### src/rtl/jtag_pkg.sv
// Shared JTAG types: target TAP controller states, host command opcodes,
// host sequencer states and the IEEE 1149.1 TMS transition function.
package jtag_pkg;

  typedef enum logic [3:0] {
    TEST_LOGIC_RESET, RUN_TEST_IDLE,
    SELECT_DR_SCAN, CAPTURE_DR, SHIFT_DR, EXIT1_DR, PAUSE_DR, EXIT2_DR, UPDATE_DR,
    SELECT_IR_SCAN, CAPTURE_IR, SHIFT_IR, EXIT1_IR, PAUSE_IR, EXIT2_IR, UPDATE_IR
  } tap_ctrl_fsm_t;

  typedef enum logic [1:0] {
    HOST_RESET    = 2'd0,
    HOST_SHIFT_IR = 2'd1,
    HOST_SHIFT_DR = 2'd2
  } host_cmd_t;

  typedef enum logic [1:0] {H_IDLE, H_RUN, H_SHIFT, H_RESP} host_state_t;

  function automatic tap_ctrl_fsm_t tap_next_state(input tap_ctrl_fsm_t s, input logic tms);
    tap_ctrl_fsm_t n;
    case (s)
      TEST_LOGIC_RESET: n = tms ? TEST_LOGIC_RESET : RUN_TEST_IDLE;
      RUN_TEST_IDLE:    n = tms ? SELECT_DR_SCAN   : RUN_TEST_IDLE;
      SELECT_DR_SCAN:   n = tms ? SELECT_IR_SCAN   : CAPTURE_DR;
      CAPTURE_DR:       n = tms ? EXIT1_DR         : SHIFT_DR;
      SHIFT_DR:         n = tms ? EXIT1_DR         : SHIFT_DR;
      EXIT1_DR:         n = tms ? UPDATE_DR        : PAUSE_DR;
      PAUSE_DR:         n = tms ? EXIT2_DR         : PAUSE_DR;
      EXIT2_DR:         n = tms ? UPDATE_DR        : SHIFT_DR;
      UPDATE_DR:        n = tms ? SELECT_DR_SCAN   : RUN_TEST_IDLE;
      SELECT_IR_SCAN:   n = tms ? TEST_LOGIC_RESET : CAPTURE_IR;
      CAPTURE_IR:       n = tms ? EXIT1_IR         : SHIFT_IR;
      SHIFT_IR:         n = tms ? EXIT1_IR         : SHIFT_IR;
      EXIT1_IR:         n = tms ? UPDATE_IR        : PAUSE_IR;
      PAUSE_IR:         n = tms ? EXIT2_IR         : PAUSE_IR;
      EXIT2_IR:         n = tms ? UPDATE_IR        : SHIFT_IR;
      UPDATE_IR:        n = tms ? SELECT_DR_SCAN   : RUN_TEST_IDLE;
      default:          n = TEST_LOGIC_RESET;
    endcase
    return n;
  endfunction

endpackage

### src/rtl/jtag_tck_gen.sv
// TCK divider: tck toggles every CLK_DIV enabled clk cycles. The rise/fall
// strobes flag the clk edge on which tck is about to change.
module jtag_tck_gen #(
  parameter int unsigned CLK_DIV = 2
) (
  input  logic clk,
  input  logic trstn,
  input  logic en,
  output logic tck_o,
  output logic tck_rise_c,
  output logic tck_fall_c
);

  localparam int unsigned DIV_W = (CLK_DIV > 1) ? $clog2(CLK_DIV) : 1;

  logic [DIV_W-1:0] cnt_q, cnt_d;
  logic             tck_q, tck_d;
  logic             wrap;

  assign wrap       = en && (cnt_q == DIV_W'(CLK_DIV - 1));
  assign tck_rise_c = wrap && !tck_q;
  assign tck_fall_c = wrap && tck_q;
  assign tck_o      = tck_q;

  always_comb begin
    cnt_d = cnt_q;
    tck_d = tck_q;
    if (!en) begin
      cnt_d = '0;
      tck_d = 1'b0;
    end else if (wrap) begin
      cnt_d = '0;
      tck_d = !tck_q;
    end else begin
      cnt_d = cnt_q + DIV_W'(1);
    end
  end

  always_ff @(posedge clk or negedge trstn) begin
    if (!trstn) begin
      cnt_q <= '0;
      tck_q <= 1'b0;
    end else begin
      cnt_q <= cnt_d;
      tck_q <= tck_d;
    end
  end

endmodule

### src/rtl/jtag_host_shifter.sv
// JTAG TAP master: walks the target TAP through RESET / SHIFT_IR / SHIFT_DR
// sequences, shifts tdi LSB-first and returns the sampled tdo bits.
module jtag_host_shifter
  import jtag_pkg::*;
#(
  parameter int unsigned CLK_DIV = 2,
  parameter int unsigned MAX_LEN = 32,
  parameter int unsigned LEN_W   = $clog2(MAX_LEN + 1)
) (
  input  logic               clk,
  input  logic               trstn,
  input  logic               cmd_valid,
  output logic               cmd_ready,
  input  host_cmd_t          cmd_op,
  input  logic [LEN_W-1:0]   cmd_len,
  input  logic [MAX_LEN-1:0] cmd_data,
  output logic               rsp_valid,
  input  logic               rsp_ready,
  output logic [MAX_LEN-1:0] rsp_data,
  output logic               rsp_err,
  output logic               tck_o,
  output logic               tms_o,
  output logic               tdi_o,
  input  logic               tdo_i,
  output tap_ctrl_fsm_t      tap_state_o
);

  localparam int unsigned SEQ_W = MAX_LEN + 8;
  localparam int unsigned CNT_W = $clog2(SEQ_W + 1);

  host_state_t        state_q, state_d;
  tap_ctrl_fsm_t      tap_state_q, tap_state_d;
  logic               cmd_ready_q, cmd_ready_d;
  logic               rsp_valid_q, rsp_valid_d;
  logic               rsp_err_q, rsp_err_d;
  logic [MAX_LEN-1:0] rsp_data_q, rsp_data_d;
  logic [MAX_LEN-1:0] data_q, data_d;
  logic [SEQ_W-1:0]   tms_seq_q, tms_seq_d;
  logic               tms_q, tms_d, tdi_q, tdi_d;
  logic [CNT_W-1:0]   cyc_q, cyc_d, total_q, total_d, start_q, start_d, len_q, len_d;
  logic [CNT_W-1:0]   hdr;
  logic [SEQ_W-1:0]   seq;
  logic               tck_en, tck_rise_c, tck_fall_c;

  assign tck_en = (state_q == H_RUN) || (state_q == H_SHIFT);

  jtag_tck_gen #(.CLK_DIV(CLK_DIV)) u_tck_gen (
    .clk        (clk),
    .trstn      (trstn),
    .en         (tck_en),
    .tck_o      (tck_o),
    .tck_rise_c (tck_rise_c),
    .tck_fall_c (tck_fall_c)
  );

  function automatic logic in_win(input logic [CNT_W-1:0] k, input logic [CNT_W-1:0] s,
                                  input logic [CNT_W-1:0] n);
    return (k >= s) && (k < s + n);
  endfunction

  always_comb begin
    state_d     = state_q;
    tap_state_d = tap_state_q;
    cmd_ready_d = cmd_ready_q;
    rsp_valid_d = rsp_valid_q;
    rsp_err_d   = rsp_err_q;
    rsp_data_d  = rsp_data_q;
    data_d      = data_q;
    tms_seq_d   = tms_seq_q;
    tms_d       = tms_q;
    tdi_d       = tdi_q;
    cyc_d       = cyc_q;
    total_d     = total_q;
    start_d     = start_q;
    len_d       = len_q;
    hdr         = '0;
    seq         = '0;

    case (state_q)
      H_IDLE: begin
        cmd_ready_d = 1'b1;
        if (cmd_valid && cmd_ready_q) begin
          cmd_ready_d = 1'b0;
          data_d      = cmd_data;
          rsp_data_d  = '0;
          rsp_err_d   = 1'b0;
          cyc_d       = '0;
          tdi_d       = 1'b0;
          if (cmd_op != HOST_RESET && (cmd_len == '0 || cmd_len > LEN_W'(MAX_LEN))) begin
            rsp_err_d   = 1'b1;
            rsp_valid_d = 1'b1;
            state_d     = H_RESP;
          end else begin
            // tms_seq bit k is the TMS value of tck cycle k
            if (cmd_op == HOST_RESET) begin
              seq     = SEQ_W'(5'b11111);
              total_d = CNT_W'(6);
              start_d = '0;
              len_d   = '0;
            end else begin
              hdr     = (cmd_op == HOST_SHIFT_IR) ? CNT_W'(4) : CNT_W'(3);
              len_d   = CNT_W'(cmd_len);
              seq     = ((cmd_op == HOST_SHIFT_IR) ? SEQ_W'(2'b11) : SEQ_W'(1'b1))
                      | (SEQ_W'(2'b11) << (hdr + len_d - CNT_W'(1)));
              total_d = hdr + len_d + CNT_W'(2);
              start_d = hdr;
              if (tap_state_q == TEST_LOGIC_RESET) begin
                seq     = seq << 1;
                total_d = total_d + CNT_W'(1);
                start_d = start_d + CNT_W'(1);
              end
            end
            tms_seq_d = seq;
            tms_d     = seq[0];
            state_d   = H_RUN;
          end
        end
      end

      H_RUN, H_SHIFT: begin
        if (tck_rise_c) begin
          tap_state_d = tap_next_state(tap_state_q, tms_q);
          if (tap_state_q == SHIFT_DR || tap_state_q == SHIFT_IR)
            rsp_data_d = rsp_data_q | (MAX_LEN'(tdo_i) << (cyc_q - start_q));
        end
        if (tck_fall_c) begin
          if (cyc_q == total_q - CNT_W'(1)) begin
            tms_d       = 1'b0;
            tdi_d       = 1'b0;
            rsp_valid_d = 1'b1;
            state_d     = H_RESP;
          end else begin
            cyc_d     = cyc_q + CNT_W'(1);
            tms_seq_d = tms_seq_q >> 1;
            tms_d     = tms_seq_d[0];
            if (in_win(cyc_q, start_q, len_q))
              data_d = data_q >> 1;
            if (in_win(cyc_d, start_q, len_q)) begin
              tdi_d   = data_d[0];
              state_d = H_SHIFT;
            end else begin
              tdi_d   = 1'b0;
              state_d = H_RUN;
            end
          end
        end
      end

      H_RESP: begin
        if (rsp_ready) begin
          rsp_valid_d = 1'b0;
          cmd_ready_d = 1'b0;
          state_d     = H_IDLE;
        end
      end

      default: state_d = H_IDLE;
    endcase
  end

  always_ff @(posedge clk or negedge trstn) begin
    if (!trstn) begin
      state_q     <= H_IDLE;
      tap_state_q <= TEST_LOGIC_RESET;
      cmd_ready_q <= 1'b0;
      rsp_valid_q <= 1'b0;
      rsp_err_q   <= 1'b0;
      rsp_data_q  <= '0;
      data_q      <= '0;
      tms_seq_q   <= '0;
      tms_q       <= 1'b1;
      tdi_q       <= 1'b0;
      cyc_q       <= '0;
      total_q     <= '0;
      start_q     <= '0;
      len_q       <= '0;
    end else begin
      state_q     <= state_d;
      tap_state_q <= tap_state_d;
      cmd_ready_q <= cmd_ready_d;
      rsp_valid_q <= rsp_valid_d;
      rsp_err_q   <= rsp_err_d;
      rsp_data_q  <= rsp_data_d;
      data_q      <= data_d;
      tms_seq_q   <= tms_seq_d;
      tms_q       <= tms_d;
      tdi_q       <= tdi_d;
      cyc_q       <= cyc_d;
      total_q     <= total_d;
      start_q     <= start_d;
      len_q       <= len_d;
    end
  end

  assign cmd_ready   = cmd_ready_q;
  assign rsp_valid   = rsp_valid_q;
  assign rsp_err     = rsp_err_q;
  assign rsp_data    = rsp_data_q;
  assign tms_o       = tms_q;
  assign tdi_o       = tdi_q;
  assign tap_state_o = tap_state_q;

endmodule

### config.mk
export PLATFORM = sky130hd
export DESIGN_NAME = jtag_host_shifter
export DESIGN_NICKNAME = d
export VERILOG_FILES = /design/src/rtl/jtag_pkg.sv /design/src/rtl/jtag_tck_gen.sv /design/src/rtl/jtag_host_shifter.sv
export SDC_FILE = /design/constraint.sdc
export NUM_CORES = 1
export LEC_CHECK = 0
export BUFFER_PORTS_ARGS = -buffer_cell sky130_fd_sc_hd__buf_2
export CORE_ASPECT_RATIO = 1.4
export CORE_MARGIN = 8
export CORE_UTILIZATION = 35
export CTS_CLUSTER_SIZE = 28
export DETAILED_ROUTE_END_ITERATION = 8
export GPL_ROUTABILITY_DRIVEN = 0
export SYNTH_ARGS = -nofsm -noshare
export SYNTH_HDL_FRONTEND = slang
export SYNTH_SLANG_ARGS = --single-unit
export TNS_END_PERCENT = 10
### constraint.sdc
create_clock -name clk -period 3.93 [get_ports clk]
set_clock_uncertainty 0.05 [all_clocks]
set_input_delay 0.5895 -clock clk [delete_from_list [all_inputs] [get_ports clk]]
set_output_delay 0.5895 -clock clk [all_outputs]
set_load 0.01 [all_outputs]
==> Word level (Yosys, flattened, before mapping) <==
Index checks and enable logic that the tools add are counted.
{ "op_classes": {"add_sub_neg": 10, "n_lt_le_gt_ge": 5, "eq_ne": 31, "shift": 2, "mux": 70, "bitwise_logic": 3, "n_reduce_logical": 34} }
{ "ops": {"columns": ["operator", "count"], "rows": [
  ["40-bit two-way mux", 6],
  ["32-bit two-way mux", 7],
  ["32-bit case mux with 2 select lines", 2],
  ["40-bit case mux with 2 select lines", 1],
  ["4-bit case mux with 12 select lines", 1],
  ["2-bit by 40-bit bitwise OR with 40-bit output", 1],
  ["2-bit by 6-bit << shifter with 40-bit output, first input constant", 1],
  ["6-bit two-way mux", 6],
  ["4-bit equality test, second input constant", 8],
  ["32-bit bitwise OR", 1],
  ["1-bit by 6-bit << shifter with 32-bit output", 1],
  ["4-bit two-way mux", 6],
  ["1-bit two-way mux", 22],
  ["2-bit != test, second input constant", 11],
  ["2-bit two-way mux", 10],
  ["4-bit by 3-bit equality test with 1-bit output, second input constant", 4],
  ["5-bit AND reduction", 3],
  ["6-bit by 1-bit adder with 6-bit output, second input constant", 2],
  ["6-bit >= comparator", 2],
  ["6-bit < comparator", 2],
  ["6-bit case mux with 2 select lines", 1],
  ["4-bit AND reduction", 3],
  ["6-bit by 1-bit subtractor with 6-bit output, second input constant", 2],
  ["3-bit two-way mux", 3],
  ["other kinds (27)", 49]
]} }
{ "word_totals": {"reg_bits": 141, "in_bits": 45, "output_inout_bits": 42, "elab_cells": 172} }

==> Depth between registers and ports, before layout <==
Gate-level depths: netlist of run 1.
{ "depth": {"ltp_word": 11, "ltp_mapped": 15, "ltp_nobuf": 14} }

==> By module <==
A second synthesis of run 1 with hierarchy kept.
{ "hier_totals": {"cells_unflattened": 821, "area_unflattened_um2": 8011.4} }
{ "by_module_without_submodules": {"columns": ["mod", "instances", "cells_per_inst", "area_per_inst_um2", "seq_area_each_um2"], "rows": [
  ["jtag_host_shifter", 1, 813, 7922.6, 3379.5],
  ["jtag_tck_gen", 1, 8, 88.8, 50.0]
]} }

==> Worst setup path after synthesis of run 1 <==
Ideal clock, no wire load.
{ "synth_path": {"kind": "input-to-reg", "start": "input cmd_op[0]", "end": "register tms_seq_q[1]", "setup_time_ns": 0.133, "arrival_time_ns": 3.741, "required_ns": 3.747, "setup_slack_ns": 0.006, "cell_stages": 15, "n_path_buf": 1, "cell_sequence": "nor2b_1 inv_1 ha_1 inv_1 fa_1 xor2_2 ha_1 nor2b_1 clkbuf_1 nor3b_1 o21ai_0 a211oi_2 nor2_2 a2111oi_0 o2bb2ai_1"} }
{ "synth_between": {"elab_chain_len": 11, "elab_cells_between_ends": 17, "classes_between": "2 x add/sub; 2 x eq/ne; 1 x shift; 7 x mux; 1 x bitwise; 4 x reduce/logical"} }
{ "synth_lines": {"columns": ["element", "line", "source"], "rows": [
  ["start: declaration", "jtag_host_shifter.sv:14", "input host_cmd_t cmd_op,"],
  ["2-bit by 1-bit equality test with 1-bit output", "jtag_host_shifter.sv:101, jtag_host_shifter.sv:103", null],
  ["3-bit two-way mux", "jtag_host_shifter.sv:101", "hdr = (cmd_op == HOST_SHIFT_IR) ? CNT_W'(4) : CNT_W'(3);"],
  ["3-bit by 6-bit adder with 6-bit output", "jtag_host_shifter.sv:104", "| (SEQ_W'(2'b11) << (hdr + len_d - CNT_W'(1)));"],
  ["6-bit by 1-bit subtractor with 6-bit output", "jtag_host_shifter.sv:104", null],
  ["2-bit by 6-bit << shifter with 40-bit output", "jtag_host_shifter.sv:104", null],
  ["2-bit by 40-bit bitwise OR with 40-bit output", "jtag_host_shifter.sv:104", null],
  ["40-bit two-way mux", "jtag_host_shifter.sv:107", "if (tap_state_q == TEST_LOGIC_RESET) begin"],
  ["40-bit two-way mux", "jtag_host_shifter.sv:95", "if (cmd_op == HOST_RESET) begin"],
  ["40-bit two-way mux", "jtag_host_shifter.sv:89", "if (cmd_op != HOST_RESET && (cmd_len == '0 || cmd_len > LEN_W'(MAX_LEN))) begin"],
  ["40-bit two-way mux", "jtag_host_shifter.sv:82", "if (cmd_valid && cmd_ready_q) begin"],
  ["40-bit case mux with 2 select lines", "jtag_host_shifter.sv:79", "case (state_q)"],
  ["end signal: assignment", "jtag_host_shifter.sv:185", "tms_seq_q <= tms_seq_d;"],
  ["end: declaration", "jtag_host_shifter.sv:38", "logic [SEQ_W-1:0] tms_seq_q, tms_seq_d;"]
]} }
Several ways; a longest one is shown, not always the timed one. The select of a mux whose other input is x is not followed.
A chain may end at the register's enable or synchronous reset.

==> Final worst setup path of run 1 <==
{ "layout_path": {"start": "register start_q[1]", "end": "register tdi_q, in the netlist tdi_o"} }
{ "layout_between": {"elab_chain_len": 8, "elab_cells_between_ends": 12, "classes_between": "1 x add/sub; 4 x order compare; 5 x mux; 2 x reduce/logical"} }
{ "layout_lines": {"columns": ["element", "line", "source"], "rows": [
  ["start: declaration", "jtag_host_shifter.sv:40", "logic [CNT_W-1:0] cyc_q, cyc_d, total_q, total_d, start_q, start_d, len_q, len_d;"],
  ["start signal: assignment", "jtag_host_shifter.sv:190", "start_q <= start_d;"],
  ["6-bit adder", "jtag_host_shifter.sv:58", "return (k >= s) && (k < s + n);"],
  ["6-bit < comparator", "jtag_host_shifter.sv:58", null],
  ["1-bit logical AND", "jtag_host_shifter.sv:58", null],
  ["32-bit two-way mux", "jtag_host_shifter.sv:136", "if (in_win(cyc_q, start_q, len_q))"],
  ["1-bit two-way mux *", "jtag_host_shifter.sv:138", "if (in_win(cyc_d, start_q, len_q)) begin"],
  ["1-bit two-way mux *", "jtag_host_shifter.sv:127", "if (cyc_q == total_q - CNT_W'(1)) begin"],
  ["1-bit two-way mux *", "jtag_host_shifter.sv:126", "if (tck_fall_c) begin"],
  ["1-bit case mux with 2 select lines *", "jtag_host_shifter.sv:79", null],
  ["end signal: assignment", "jtag_host_shifter.sv:187", "tdi_q <= tdi_d;"],
  ["end: declaration", "jtag_host_shifter.sv:39", "logic tms_q, tms_d, tdi_q, tdi_d;"]
]} }
Mark *: on every way between the ends. The rest lies on a longest branch, timed or not. The select of a mux whose other input is x is not followed.

==> metrics, run 1 <==
Clock Tree Root=clkbuf_16; first-pass GRT wire length=37.0 mm; commonest cells after routing, fill and taps aside=dfrtp_1, nand2_1, a21oi_1; DRC Markers=0; main combinational cell family by area after synthesis=compound AO/OA/AOI/OAI gates; CP Capture Type=flop; core area=23000 um2; Primary FF master, synth=dfrtp_1; fraction of registers with async set/reset=100%; synth unique cells=78; synth warn=0; Met3 Routed Length=809 um; Worst-path clk slew=0.06 ns; CP max FO=3; Arr. time, crit path=3.71 ns; Post-Route WL=22.7 mm; initial DRC count=531; post-synthesis compound-gate area fraction=23.1%; Starting Density=35.4%; CTS resizes=0; post-synthesis cell count=944; htree depth=4; fmax=0.291 GHz; n_diodes=0; antenna violations before repair=1; Post-Synth Simple-Gate Area=19.5%; drt pass-1 iters=6; Syn Nets=1024; grt ovf=0; met2 WL post-DR=11.9 mm; Req. time, crit path=4.21 ns; Synth Cell Area=8160 um2; mux contribution to synthesized area=0.521%; R2R cell count=11; max_slew headroom=37.4%; CTS sink cnt=137; WHS=0.184 ns; Leak=4.27 nW; crit path max-delay cell type=or3b_2; vias in the first global route=7132; Hold Buf Count CTS=0; post-synthesis sequential area ratio=42.0%; Synth Area in XOR/XNOR=4.80%; pwr dens=917 nW/um2; die area=28500 um2; worst min path class=input pin to asynchronous set/reset pin; Final #Nets=1102; maximum vdd ir drop=0.438 mV; layout cell share with drive strength beyond 1=17.1%; syn avg cell area=8.65 um2; period utilization=87.5%; Area growth syn-to-layout=17.6%; final hold vios=0; Die Wd=145 um; clock tree buffer depth=2; Vias/cell=5.37; Critical Path Start Type=flop; Max Slew Vio Count=0; clock insertion delay at the later pin of the skew report=0.43 ns; most common cell after layout, fill and taps aside=dfrtp_1; post-CTS setup buffer count=0; CP top delay family=compound AO/OA/AOI/OAI gates; RSZ-0062 raised after global routing=false; critical path class=flop to flop; worst reg2reg endpoint=tdi_o$_DFFE_PN0P_; Tot GR Track Use=15.9%; pre-CTS setup slack=0.142 ns; Top Layer Used=met5; Vias=7193; Post-Synth Adder-Cell Area=5.76%; pin slew with the least headroom to its limit=0.939 ns; Detail Placement HPWL=16.4 mm; Routed WL per cell=17.0 um; Bufs and invs on worst path=0; Routed met1 length=9.19 mm; CTS tree=yes; largest net degree at the start of global routing=93; I/O pins=87; Tmin final=3.44 ns; maximum capacitance violations=0; R2R Path Start=start_q[1]$_DFFE_PN0P_; status=complete, no violations; worst setup margin=0.493 ns; Yosys reg bits=137; final antenna-violating net count=0; final setup vio count=0; total CTS buffers=17; I/O Buffers=86; setup tns final=0 ns; number of synthesized flops with an enable pin=0; R2R setup slack=0.49 ns; cells along the critical path=ha_1, a21o_1, a21oi_1, xor2_1, ha_1, a21oi_1, o21ai_0, maj3_1, a221o_1, or3b_2, o31ai_1; worst stage delay on the critical path=0.49 ns; Cell Rows=66; overall die height=197 um; final core occ=41.7%
## worst max-delay path by stage
stage,cells past startpoint,from,end
global route,11,start_q[0]$_DFFE_PN0P_,data_q[18]$_DFFE_PN0P_
global placement,16,cmd_op[0],tms_seq_q[32]$_DFFE_PN0P_
floorplan,15,cmd_op[0],tms_seq_q[1]$_DFFE_PN0P_
detailed placement,15,cmd_op[0],tms_seq_q[32]$_DFFE_PN0P_
finish,11,start_q[1]$_DFFE_PN0P_,tdi_o$_DFFE_PN0P_
CTS,11,len_q[0]$_DFFE_PN0P_,data_q[14]$_DFFE_PN0P_
## per-layer routing
layer,global-route usage (%),up-vias
met5,0,-
met4,8.62,2
met3,3.26,46
met2,27.9,152
met1,17.8,3477
li1,-,3516
## cells in the mapped netlist, types with 5 or more instances
library cell / number / area share, %
clkbuf_1: 43 / 2.0
o211ai_1: 6 / 0.55
ha_1: 32 / 4.9
and2_1: 5 / 0.38
nand3_1: 17 / 1.0
o21ai_1: 27 / 1.7
o21ai_0: 58 / 3.6
nand2b_1: 8 / 0.61
inv_1: 28 / 1.3
nor2b_1: 36 / 2.8
a21oi_1: 96 / 5.9
a31oi_1: 44 / 3.4
a22o_1: 8 / 0.86
xnor2_1: 22 / 2.4
o31ai_1: 11 / 1.0
nor2_1: 95 / 4.4
nand2_1: 97 / 4.5
nor3_1: 27 / 1.7
xor2_1: 12 / 1.3
dfrtp_1: 136 / 42
nor2_2: 5 / 0.38
and3_1: 8 / 0.61
a22oi_1: 6 / 0.55
a21o_1: 7 / 0.64
buf_2: 15 / 0.92
nor3b_1: 5 / 0.46
## flip-flops by register name, indices dropped and copies added (netlist names), 2 cells and up
name         flops
data_q          32
rsp_data        32
state_q          2
len_q            6
tms_seq_q       39
tap_state_o      4
cyc_q            6
start_q          3
total_q          6
## power by group
part | switching, mW | internal [mW]
Combinational | 3.00 | 1.79
Clock | 0.630 | 0.914
Sequential | 0.459 | 2.01
Total | 4.09 | 4.71
## per-stage QoR
stage               instances  cell area [um2]  total power, mW
floorplan                 944             8160             5.85
detailed placement       1309             9040             7.32
global route             1340             9600             9.58
finish                   1340             9600             8.81
CTS                      1340             9600             8.89
global placement         1309             9040             7.23
## area by class of cell
class | instances | area, um2
Multi-Input combinational cell | 719 | 4410
Clock buffer | 20 | 467
Clock inverter | 11 | 96.3
Sequential cell | 137 | 3430
Tap cell | 306 | 383
Inverter | 30 | 113
Timing Repair Buffer | 117 | 707
Fill cell | 2328 | 13400
## kinds of logic after synthesis
logic type               count (synthesis)
AND/OR/NAND/NOR                        332
XOR/XNOR                                39
flip-flops                             137
multiplexers                             4
AO/OA/AOI/OAI                          308
buffers and inverters                   88
adder cells (fa/ha/maj)                 36
(Power assumes the default switching activity.)
==> run 2: changes to the inputs <==
- ABC_AREA: unset -> 1
==> run 2 against run 1 <==
Synthesized cell count increased by 39%. Sequential power decreased by 43%. Wire length increased by 9.1%. Sequential share of layout area decreased by 2.5 points. Combinational power decreased by 93%. Global-route usage increased by 0.70 points. Worst setup slack improved by 0.28 ns. Die area increased by 9.3%. Flip-flop and latch count unchanged. Worst hold slack improved by 0.040 ns. Highest routed layer is now met4.
==> metrics, run 2 <==
commonest cells after routing, fill and taps aside=nand2_1, nor2_1, inv_1; Tmin final=3.16 ns; final setup vio count=0; Area growth syn-to-layout=14.6%; worst reg2reg endpoint=data_q[1]$_DFFE_PN0P_; Yosys reg bits=137; n_diodes=0; core area=25400 um2; synth warn=0; most common cell after layout, fill and taps aside=nand2_1; NetSw=994 uW; Synth top cells by count=nand2_1, nor2_1, inv_1; period utilization=80.4%; DRC Markers=0; R2R setup slack=0.95 ns; status=complete, no violations; post-synthesis cell count=1316; Final Cell Area=10300 um2; Cell Rows=69; switching share of power=29.2%; Arr. time, crit path=3.47 ns; Post-Route WL=24.8 mm; post-CTS setup buffer count=0; setup tns final=0 ns; layout cell share with drive strength beyond 1=12.5%; clock tree buffer depth=2; critical path class=input pin to flop; Vias/cell=4.93; drt pass-1 iters=5; final hold vios=0; Placed Cells=1684; Starting Density=35.5%; syn avg cell area=6.84 um2; pin slew with the least headroom to its limit=1.03 ns; Max Slew Vio Count=0; Final #Nets=1464; RSZ-0062 raised after global routing=false; R2R Path Start=len_q[2]$_DFFE_PN0P_; Detail Placement HPWL=17.7 mm; Syn Nets=1396; fmax=0.316 GHz; Worst-path clk slew=0.07 ns; area share of the largest cell type after synthesis=37.8%; Routed WL per cell=14.5 um; CTS tree=yes; worst min path class=input pin to asynchronous set/reset pin; maximum vdd ir drop=0.304 mV; Clock Tree Root=clkbuf_16; logic gate share of total power=10.4%; Primary FF master, synth=dfrtp_1; Critical Path Start Type=input pin; grt ovf=0; die area=31200 um2; clock insertion delay at the later pin of the skew report=0.43 ns; CTS sink cnt=137; final antenna-violating net count=0; WHS=0.224 ns; area of the multi-input gates=4660 um2; largest net degree at the start of global routing=96; largest register by flop count=tms_seq_q; first-pass GRT wire length=41.8 mm; final-layout fill cell count=2764; Placed Area=9720 um2; total CTS buffers=17; antenna violations before repair=0; Tot GR Track Use=16.6%; Tot Pwr=3.41 mW; max reg flops=39; R2R cell count=15; post-synthesis sequential area ratio=38.1%; I/O pins=87; clock power share=48.2%; pwr dens=330 nW/um2; I/O Buffers=86; Synth Cell Area=9000 um2; synth unique cells=46; Vias=8467; Cell Int Power=2.41 mW; final core occ=40.6%; fraction of registers with async set/reset=100%; overall die height=206 um; Seq pwr share=41.4%; Die Wd=152 um; vias in the first global route=8456; Hold Buf Count CTS=0; sequential standard cell area=3430 um2; number of synthesized flops with an enable pin=0; htree depth=4; max_slew headroom=31.0%; area leader, netlist=dfrtp_1; maximum capacitance violations=0; worst setup margin=0.769 ns; CP max FO=22; ranking of synthesized cells by area=dfrtp_1, nand2_1, nor2_1; Req. time, crit path=4.23 ns; pre-CTS setup slack=0.355 ns; most frequent cell after synthesis=nand2_1; CTS resizes=0; Leak=5.62 nW; CP Capture Type=flop; initial DRC count=439; Finished Layout Cells=1716
[run 2: cell count changes in the layout (fill, tap and decap cells not counted), sizes merged, moves of 22 or more]
cell | before | now
nand3 | 17 | 119
a31oi | 44 | 0
nand2 | 97 | 384
inv | 30 | 191
xnor2 | 24 | 2
nor2b | 36 | 0
nor2 | 101 | 178
a21oi | 98 | 50
[run 2: per-layer routing]
layer	wire length, um	global-route usage, %
met1	10100	18.6
met4	793	6.95
met2	13000	30.2
met3	961	2.64
met5	0	0
[run 2: worst max-delay path by stage]
stage | slack [ns] | to | startpoint
3_3_place_gp | 0.43 | tms_seq_q[4]$_DFFE_PN0P_ | cmd_op[1]
6_report | 0.77 | tms_seq_q[29]$_DFFE_PN0P_ | cmd_op[0]
4_1_cts | 0.79 | tms_seq_q[20]$_DFFE_PN0P_ | cmd_op[0]
5_1_grt | 0.41 | tms_seq_q[20]$_DFFE_PN0P_ | cmd_op[0]
3_5_place_dp | 0.36 | tms_seq_q[29]$_DFFE_PN0P_ | cmd_op[0]
2_1_floorplan | 0.75 | tms_seq_q[2]$_DFFE_PN0P_ | cmd_op[0]
[run 2: worst max-delay path: stages]
cell and delay [ns]:
buf_2 0.10, inv_1 0.04, nor2_1 0.04, inv_1 0.17, ha_1 0.25, inv_1 0.07
fa_1 0.40, nand2_1 0.08, nand2_1 0.07, ha_1 0.19, nand2_1 0.10, inv_1 0.07
nand3_2 0.15, nor2_2 0.05, nand2_1 0.07, nand2_2 0.20, nor2_4 0.45, nand3_1 0.12
nand2_1 0.10, nor2_1 0.05, nor2_1 0.09
[run 2: power groups by stage]
stage / Clock, mW / Combinational (mW) / Sequential [mW]
2_1_floorplan: 0 / 0.233 / 1.44
3_3_place_gp: 0 / 0.354 / 1.44
3_5_place_dp: 0 / 0.356 / 1.44
4_1_cts: 1.68 / 0.359 / 1.41
5_1_grt: 1.72 / 0.400 / 1.41
6_report: 1.64 / 0.355 / 1.41
[run 2: cell families after synthesis]
logic type                 synth area share, %
buffers and inverters                     10.3
adders and majority gates                 5.11
DFF                                       38.1
and+or+nand+nor                           33.7
AOI/OAI and AO/OA                         10.9
xor gates and xnor gates                  1.93
[run 2: final cells by class]
type                       instances  area share [%]
timing repair buffer              98            5.35
clock inverter                    15            1.65
clock buffer                      17            4.12
tap                              319            3.87
inverter                         181            6.59
multi-input combinational        949            45.2
sequential                       137            33.2
